--- config.mk ---
export PLATFORM = sky130hd
export DESIGN_NAME = spi_ram_master
export DESIGN_NICKNAME = d
export VERILOG_FILES = /design/src/rtl/spi_ram_pkg.sv /design/src/rtl/spi_ram_master_shreg.sv /design/src/rtl/spi_ram_master.sv
export SDC_FILE = /design/constraint.sdc
export NUM_CORES = 1
export LEC_CHECK = 0
export CORE_AREA = 2 2 76 49
export CTS_CLUSTER_SIZE = 28
export DETAILED_ROUTE_END_ITERATION = 8
export DIE_AREA = 0 0 78 51
export GPL_ROUTABILITY_DRIVEN = 0
export GPL_TIMING_DRIVEN = 0
export PLACE_DENSITY = 0.84
export SETUP_SLACK_MARGIN = 0.5
export SYNTH_ARGS = -nofsm -noshare
export SYNTH_HDL_FRONTEND = slang
export SYNTH_SLANG_ARGS = --single-unit
export TNS_END_PERCENT = 20
--- constraint.sdc ---
create_clock -name clk -period 2.6 [get_ports clk]
set_input_delay 0.26 -clock clk [delete_from_list [all_inputs] [get_ports clk]]
set_output_delay 0.26 -clock clk [all_outputs]
set_load 0.005 [all_outputs]
--- src/rtl/spi_ram_pkg.sv ---
`default_nettype none
// ============================================================================
// Module      : spi_ram_pkg
// Description : Command codes, frame sizes and FSM encoding shared by the
//               SPI single-port-RAM master and slave.
// Revision    : 1.0 - initial release
// ============================================================================
package spi_ram_pkg;

    localparam logic [1:0] CMD_WR_ADDR = 2'b00;
    localparam logic [1:0] CMD_WR_DATA = 2'b01;
    localparam logic [1:0] CMD_RD_ADDR = 2'b10;
    localparam logic [1:0] CMD_RD_DATA = 2'b11;

    localparam int FRAME_BITS = 10;
    localparam int DATA_BITS  = 8;

    typedef logic [2:0] state_t;

    localparam state_t ST_IDLE      = 3'd0;
    localparam state_t ST_SELECT    = 3'd1;
    localparam state_t ST_SHIFT_OUT = 3'd2;
    localparam state_t ST_WAIT_RD   = 3'd3;
    localparam state_t ST_SHIFT_IN  = 3'd4;
    localparam state_t ST_DESELECT  = 3'd5;

    // Read-data frames carry a zero payload regardless of cmd_data.
    function automatic logic [FRAME_BITS-1:0] frame_word(input logic [1:0]           typ,
                                                         input logic [DATA_BITS-1:0] data);
        return {typ, (typ == CMD_RD_DATA) ? {DATA_BITS{1'b0}} : data};
    endfunction

endpackage
`default_nettype wire

--- src/rtl/spi_ram_master_shreg.sv ---
`default_nettype none
// ============================================================================
// Module      : spi_ram_master_shreg
// Description : 10-bit parallel-load shift register (MSB out, LSB in) with a
//               phase counter cleared on every FSM state change.
// Revision    : 1.0 - initial release
// ============================================================================
module spi_ram_master_shreg
    import spi_ram_pkg::*;
(
    input  logic                   clk,
    input  logic                   rst_n,
    input  logic                   load,
    input  logic [FRAME_BITS-1:0]  load_word,
    input  logic                   shift,
    input  logic                   serial_in,
    input  logic                   cnt_clr,
    output logic                   msb,
    output logic [DATA_BITS-1:0]   low_byte,
    output logic [3:0]             cnt
);

    logic [FRAME_BITS-1:0] word;

    always_ff @(posedge clk or negedge rst_n) begin
        if (!rst_n) begin
            word <= '0;
        end else if (load) begin
            word <= load_word;
        end else if (shift) begin
            word <= {word[FRAME_BITS-2:0], serial_in};
        end
    end

    always_ff @(posedge clk or negedge rst_n) begin
        if (!rst_n) begin
            cnt <= '0;
        end else if (cnt_clr) begin
            cnt <= '0;
        end else begin
            cnt <= cnt + 4'd1;
        end
    end

    assign msb      = word[FRAME_BITS-1];
    assign low_byte = word[DATA_BITS-1:0];

endmodule
`default_nettype wire

--- src/rtl/spi_ram_master.sv ---
`default_nettype none
// ============================================================================
// Module      : spi_ram_master
// Description : Host-side SPI master issuing 10-bit command frames to the SPI
//               RAM slave and collecting the returned byte on read-data.
// Revision    : 1.0 - initial release
// ============================================================================
module spi_ram_master
    import spi_ram_pkg::*;
#(
    parameter int RD_WAIT = 3,
    parameter int GAP     = 1
) (
    input  logic                  clk,
    input  logic                  rst_n,
    input  logic                  cmd_valid,
    output logic                  cmd_ready,
    input  logic [1:0]            cmd_type,
    input  logic [DATA_BITS-1:0]  cmd_data,
    output logic [DATA_BITS-1:0]  rd_data,
    output logic                  rd_valid,
    output logic                  err,
    output logic                  SS_n,
    output logic                  MOSI,
    input  logic                  MISO
);

    state_t                state;
    state_t                next_state;
    logic [1:0]            cur_type;
    logic                  rd_addr_sent;
    logic                  accept;
    logic                  bad_read;
    logic [3:0]            cnt;
    logic                  msb;
    logic [DATA_BITS-1:0]  low_byte;
    logic                  shift_last;
    logic                  wait_last;
    logic                  in_last;
    logic                  gap_last;
    logic                  ss_n_d;
    logic                  mosi_d;
    logic                  sh_load;
    logic                  sh_shift;
    logic                  sh_serial_in;
    logic                  cnt_clr;

    assign cmd_ready  = (state == ST_IDLE);
    assign accept     = cmd_valid && cmd_ready;
    assign bad_read   = accept && (cmd_type == CMD_RD_DATA) && !rd_addr_sent;

    assign shift_last = (cnt == 4'(FRAME_BITS - 1));
    assign wait_last  = (cnt == 4'(RD_WAIT - 1));
    assign in_last    = (cnt == 4'(DATA_BITS - 1));
    assign gap_last   = (cnt == 4'(GAP - 1));

    always_ff @(posedge clk or negedge rst_n) begin
        if (!rst_n) begin
            state <= ST_IDLE;
        end else begin
            state <= next_state;
        end
    end

    always_comb begin
        next_state = state;
        case (state)
            ST_IDLE: begin
                if (accept && !bad_read) begin
                    next_state = ST_SELECT;
                end
            end
            ST_SELECT: begin
                next_state = ST_SHIFT_OUT;
            end
            ST_SHIFT_OUT: begin
                if (shift_last) begin
                    next_state = (cur_type == CMD_RD_DATA) ? ST_WAIT_RD : ST_DESELECT;
                end
            end
            ST_WAIT_RD: begin
                if (wait_last) begin
                    next_state = ST_SHIFT_IN;
                end
            end
            ST_SHIFT_IN: begin
                if (in_last) begin
                    next_state = ST_DESELECT;
                end
            end
            ST_DESELECT: begin
                if (gap_last) begin
                    next_state = ST_IDLE;
                end
            end
            default: begin
                next_state = ST_IDLE;
            end
        endcase
    end

    // Serial outputs are computed for the upcoming state and registered, so
    // the pins change exactly at the state boundary.
    always_comb begin
        ss_n_d       = !(next_state inside {ST_SELECT, ST_SHIFT_OUT, ST_WAIT_RD, ST_SHIFT_IN});
        mosi_d       = (next_state == ST_SHIFT_OUT) ? msb : 1'b0;
        sh_load      = accept && !bad_read;
        sh_shift     = (next_state == ST_SHIFT_OUT) || (state == ST_SHIFT_IN);
        sh_serial_in = (state == ST_SHIFT_IN) ? MISO : 1'b0;
        cnt_clr      = (next_state != state);
    end

    spi_ram_master_shreg u_shreg (
        .clk       (clk),
        .rst_n     (rst_n),
        .load      (sh_load),
        .load_word (frame_word(cmd_type, cmd_data)),
        .shift     (sh_shift),
        .serial_in (sh_serial_in),
        .cnt_clr   (cnt_clr),
        .msb       (msb),
        .low_byte  (low_byte),
        .cnt       (cnt)
    );

    always_ff @(posedge clk or negedge rst_n) begin
        if (!rst_n) begin
            SS_n         <= 1'b1;
            MOSI         <= 1'b0;
            cur_type     <= CMD_WR_ADDR;
            rd_addr_sent <= 1'b0;
            rd_data      <= '0;
            rd_valid     <= 1'b0;
            err          <= 1'b0;
        end else begin
            SS_n     <= ss_n_d;
            MOSI     <= mosi_d;
            err      <= bad_read;
            rd_valid <= (state == ST_SHIFT_IN) && in_last;
            if (accept) begin
                cur_type <= cmd_type;
            end
            if ((state == ST_SHIFT_OUT) && shift_last && (cur_type == CMD_RD_ADDR)) begin
                rd_addr_sent <= 1'b1;
            end
            // The last MISO bit lands in the shift register on this same edge.
            if ((state == ST_SHIFT_IN) && in_last) begin
                rd_data <= {low_byte[DATA_BITS-2:0], MISO};
            end
        end
    end

endmodule
`default_nettype wire

# Word level (Yosys, flattened, before mapping)
# Cells that the tools add are included.
# op_classes
addsub,1
eq_ne,16
mux,13
reduce_logical,15
# ops
op,count
$mux 10,2
$mux 3,6
$pmux 3 s6,1
$eq 3x2->1 const B,4
$eq 3x3->1 const B,3
$mux 8,1
$logic_and 1x1->1,7
$eq 2x2->1 const B,3
$eq 3x1->1 const B,2
$add 4x1->4 const B,1
$eq 4x2->1 const B,1
$eq 4x3->1 const B,1
$eq 4x4->1 const B,1
$logic_not 4->1,1
$mux 4,1
$reduce_bool 4->1,1
$logic_not 1->1,3
$logic_not 3->1,1
$ne 3x3->1,1
$mux 1,2
$reduce_bool 2->1,1
$logic_or 1x1->1,1
# word_totals
register_bits,32
in_bits,14
wordCells,55

# Longest topological paths before layout
# depth
depth_word,12
depth_mapped,8

# By module
# A second synthesis with hierarchy kept.
# hier_totals
hier_cells,146
hier_area_um2,1614.0
# by_module_without_submodules
mod,instances,cells_per_inst,area_each_um2,seq_area_each_um2
spi_ram_master,1,82,929.6,451.7
spi_ram_master_shreg,1,64,684.4,350.3

# Worst setup path before layout
# Ideal clock, no wire load.
# synth_timing
path_kind,flip-flop to flip-flop
from,reg u_shreg.cnt[0]
to,reg u_shreg.word[0]
setup_ns,0.126
arrival_time_ns,1.845
required_time_ns,2.474
slack_ns,0.629
path_stages_with_launch,8
path_buffers,0
period_less_slack_ns,1.971
path_cell_list,dfrtp_1 inv_1 ha_1 nor3b_1 o22ai_1 o41ai_4 nor2_2 a221o_1
# synth_via
elab_chain_cells,6
word_cells_on_any_way,12
classes_between,eq/ne (4); mux (5); reduce/logical (3)
# synth_lines
element,line,rtl
"start, declared",spi_ram_master_shreg.sv:20,output logic [3:0] cnt
"start signal, assigned",spi_ram_master_shreg.sv:41,cnt <= cnt + 4'd1;
"$eq 4x3->1, or another cell as far along",spi_ram_master.sv:54,assign in_last = (cnt == 4'(DATA_BITS - 1));
$mux 3 (on tied branches),n/a,
$pmux 3 s6 *,spi_ram_master.sv:67,case (state)
$eq 3x2->1 *,spi_ram_master.sv:108,sh_shift = (next_state == ST_SHIFT_OUT) || (state == ST_SHIFT_IN);
$logic_or 1x1->1 *,spi_ram_master.sv:108,
$reduce_bool 2->1 (no source line) *,n/a,
"end signal, assigned",spi_ram_master_shreg.sv:29,word <= load_word;
"end signal, assigned",spi_ram_master_shreg.sv:31,"word <= {word[FRAME_BITS-2:0], serial_in};"
"end, declared",spi_ram_master_shreg.sv:23,logic [FRAME_BITS-1:0] word;
# Every way passes the cells marked *; elsewhere a longest branch is shown, timed or not.
# A chain may end at the register's enable or synchronous reset.

# Final worst setup path
# layout_timing
from,reg u_shreg.cnt[1]
to,reg SS_n
# layout_via
elab_chain_cells,6
word_cells_on_any_way,15
classes_between,eq/ne (7); mux (5); reduce/logical (3)
# layout_lines
element,line,rtl
"$eq 4x3->1, or another cell as far along",spi_ram_master.sv:54,
$mux 3 (on tied branches),n/a,
$pmux 3 s6 *,spi_ram_master.sv:67,
"$eq 3x1->1, or another cell as far along",spi_ram_master.sv:105,"ss_n_d = !(next_state inside {ST_SELECT, ST_SHIFT_OUT, ST_WAIT_RD, ST_SHIFT_IN});"
$reduce_bool 4->1 *,spi_ram_master.sv:105,
$logic_not 1->1 *,spi_ram_master.sv:105,
named net ss_n_d,spi_ram_master.sv:41,logic ss_n_d;
"end signal, assigned",spi_ram_master.sv:136,SS_n <= ss_n_d;
"end, declared",spi_ram_master.sv:23,"output logic SS_n,"
# Mark *: on every way through the listed nets, which the timed path passes. The rest lies on a longest branch.

==> run_results.csv <==
group,metric,value,unit
detailed_routing,first_pass_iters,4,
floorplan,core_area,3400,µm²
power,power.leakage,0.969,nW
setup_path,crit_type,"flop to flop",
grt,overflow,0,
floorplan,rows,17,
floorplan,die_y,51,µm
synthesis,synthCells,143,
floorplan,initial_core_util,48.7,%
sta,layout_min_cycle_time,2.30,ns
synthesis,async_flop_share,100,%
detailed_routing,drt_drc_violations_left,0,
grt,track_usage,22.2,%
place,io_buffer_count,26,
clock_tree,clock-root-buffer,"clkbuf_8",
grt,grt_start_max_net_pins,20,
detailed_routing,wl_per_cell,20.3,µm
sta,max_freq,436,MHz
layout,drive_gt1_share,34.7,%
detailed_routing,antenna_left,0,
layout,final_core_util,68.6,%
grt,grt_antenna_before_repair,0,
sta,final-max-slew-violation-count,0,
power,p_per_area,1230,nW/µm²
floorplan,pin_count,27,
clock_tree,cts_tree,"yes",
setup_path,rrSetupSlack,0.30,ns
setup_path,critPathLaunchType,"flop",
clock_tree,hold_buffers,0,
power,netSwitchingPower,1.14,mW
sta,fin_setup_tns,0,ns
synthesis,ys_seq_area_share,48.3,%
synthesis,synth_area,1660,µm²
power,combPwrFrac,54.5,%
floorplan,fp.dieW,78,µm
detailed_routing,dr.first_iter.drc_count,183,
setup_path,rr_worst_depth,9,
floorplan,dieArea,3980,µm²
clock_tree,cts_sinks,32,
worst_hold_path,hold_class,"input port to async pin",
setup_path,rr_startpoint,"u_shreg.cnt[1]$_DFF_PN0_",
power,seqPwrFrac,28.9,%
synthesis,syn-num-nets,161,
clock_tree,numCtsBuffers,5,
sta,setup_viol,0,
power,power.internal,1.74,mW
setup_path,end_kind,"flop",
clock_tree,cts_buffer_depth,2,
setup_path,critPathArrivalTime,2.49,ns
setup_path,crit_path_top_delay_cell,"nor4_2",
setup_path,crit_fanout,10,
clock_tree,clk-insertion-delay-late,0.30,ns
grt,grt_pass1_vias,1402,
synthesis,yosysWarnings,0,
grt,grt_pass1_wl,6.62,mm
detailed_routing,finalWirelength,4.80,mm
sta,slew_headroom,50.0,%
clock_tree,htree_levels,2,
power,swShare,39.6,%
layout,final_common_cell,"dfrtp_1",
detailed_routing,vias,1475,
setup_path,worstPathCellList,"buf_4, buf_4, ha_1, nand2_1, nor3_4, buf_4, nor4_2, nand3_1, xnor2_1",
place,hpwlAfterDp,2.85,mm
layout,nNetsFinal,207,
sta,worst_slack,0.305,ns
sta,fin_crit_sh,88.3,%
setup_path,rr_endpoint,"SS_n$_DFF_PN1_",
synthesis,synth_edf_count,0,
clock_tree,path_clk_slew,0.07,ns
sta,worst_pin_slew,0.747,ns
detailed_routing,vias_per_cell,6.22,
power,pwr-share-clk,16.7,%
layout,mostFrequentLayoutCells,"dfrtp_1, clkdlybuf4s50_1, buf_4, a21oi_1, mux2_2",
setup_path,cp.required,2.79,ns
synthesis,syn_area_per_cell,11.6,µm²
layout,fillers,219,
outcome,status,"finished clean",
setup_path,critical-path-max-stage-delay,0.43,ns
sta,hold_violations,0,
layout,syn_to_final_growth,40.7,%
layout,antennaDiodeCount,0,
synthesis,synthDistinctLibCells,41,
sta,grt_setup_unrepaired,"true",
power,vdd_drop_max,0.604,mV
synthesis,synth_flop_cell,"dfrtp_1",
sta,fin_skew,0.00981,ns
flow_run,maxCapViolations,0,
synthesis,ys_ff_latch,32,
setup_path,worst_path_most_repeated_cell,"buf_4",
place,place_ws,0.283,ns
[synthesized netlist by cell type, types with 3 or more instances]
master / n / share of area [%]
and2_1: 3 / 1.1
a31oi_1: 7 / 2.6
buf_6: 3 / 2.0
nor3_1: 8 / 2.4
nor3_2: 3 / 1.8
a21oi_1: 9 / 2.7
inv_1: 6 / 1.4
a211oi_1: 4 / 1.8
nand3_1: 3 / 0.90
nor2b_1: 3 / 1.1
a221o_1: 3 / 1.8
nand3b_1: 3 / 1.4
nand2_1: 5 / 1.1
nor2_1: 4 / 0.90
mux2_2: 9 / 6.1
ha_1: 4 / 3.0
dfrtp_1: 31 / 47
a211oi_2: 3 / 2.3
[kinds of logic after synthesis]
logic type                 after synthesis  synth area share [%]
AOI/OAI and AO/OA                       36                  17.6
xor gates and xnor gates                 4                  2.11
adders and majority gates                4                  3.02
buffers and inverters                   15                  5.35
DFF                                     32                  48.3
muxes                                   10                  6.71
and+or+nand+nor                         42                  16.9
[worst max-delay path by stage]
stage,startpoint,to,slack (ns)
2_1_floorplan,u_shreg.cnt[0]$_DFF_PN0_,u_shreg.word[0]$_DFFE_PN0P_,0.63
6_report,u_shreg.cnt[1]$_DFF_PN0_,SS_n$_DFF_PN1_,0.30
3_5_place_dp,u_shreg.cnt[0]$_DFF_PN0_,u_shreg.word[9]$_DFFE_PN0P_,0.28
4_1_cts,u_shreg.cnt[0]$_DFF_PN0_,u_shreg.cnt[0]$_DFF_PN0_,0.47
5_1_grt,u_shreg.cnt[1]$_DFF_PN0_,SS_n$_DFF_PN1_,0.22
3_3_place_gp,u_shreg.cnt[0]$_DFF_PN0_,u_shreg.word[8]$_DFFE_PN0P_,0.43
[flip-flops by register name, summed over array words and instances (netlist names), 2 cells and up]
signal / cells
cur_type: 2
rd_data: 8
state: 3
u_shreg.cnt: 4
u_shreg.word: 10
[final cells by class]
type                    instances  area, µm²  share of cell area, %
plain buffers                   9       66.3                   2.84
multi-input cells              96        876                   37.5
clock buffers                   5       68.8                   2.95
well taps                      47       58.8                   2.52
clock inverters                 3       42.5                   1.82
repair buffers                 39        393                   16.8
flip-flops and latches         32        805                   34.5
inverters                       6       25.0                   1.07
[layer usage]
layer | part of all wire, % | vias to the layer above | wire length [µm] | GRT usage [%]
li1 | - | 620 | - | -
met1 | 39 | 715 | 1870 | 27.5
met2 | 47 | 97 | 2250 | 36.8
met3 | 7.8 | 43 | 374 | 6.01
met4 | 6.6 | 0 | 315 | 10.5
met5 | 0 | - | 0 | 0
[timing repair]
action                                  4_1_cts  5_1_grt
endpoints found under the setup margin       14       15
gates resized for setup                       1       26
pin swaps                                     3        7
buffers inserted                              6        6
[through the flow]
| step | total power, mW | hold slack, ns | cell area, µm² | instances |
|---|---|---|---|---|
| 6_report | 2.88 | 0.404 | 2330 | 237 |
| 4_1_cts | 2.52 | 0.425 | 2170 | 231 |
| 3_5_place_dp | 1.91 | 0.494 | 2010 | 217 |
| 2_1_floorplan | 1.60 | -0.0356 | 1660 | 143 |
| 5_1_grt | 3.00 | 0.467 | 2330 | 237 |
| 3_3_place_gp | 1.82 | 0.489 | 1980 | 216 |
[critical path: cells and delay by family, from the launching register on]
| kind | cells | cell delay, ns |
|---|---|---|
| XOR/XNOR | 1 | 0.28 |
| adder cells (fa/ha/maj) | 1 | 0.21 |
| buffers and inverters | 3 | 0.49 |
| flip-flops | 1 | 0.40 |
| AND/OR/NAND/NOR | 4 | 0.81 |
[power by group through the flow]
stage          sequential, mW  clock [mW]  combinational (mW)
6_report                0.831       0.480                1.57
5_1_grt                 0.845       0.506                1.65
4_1_cts                 0.803       0.478                1.24
3_5_place_dp            0.816           0                1.09
3_3_place_gp            0.795           0                1.02
2_1_floorplan           0.777           0               0.818
Power figures use the tool's default switching activity.
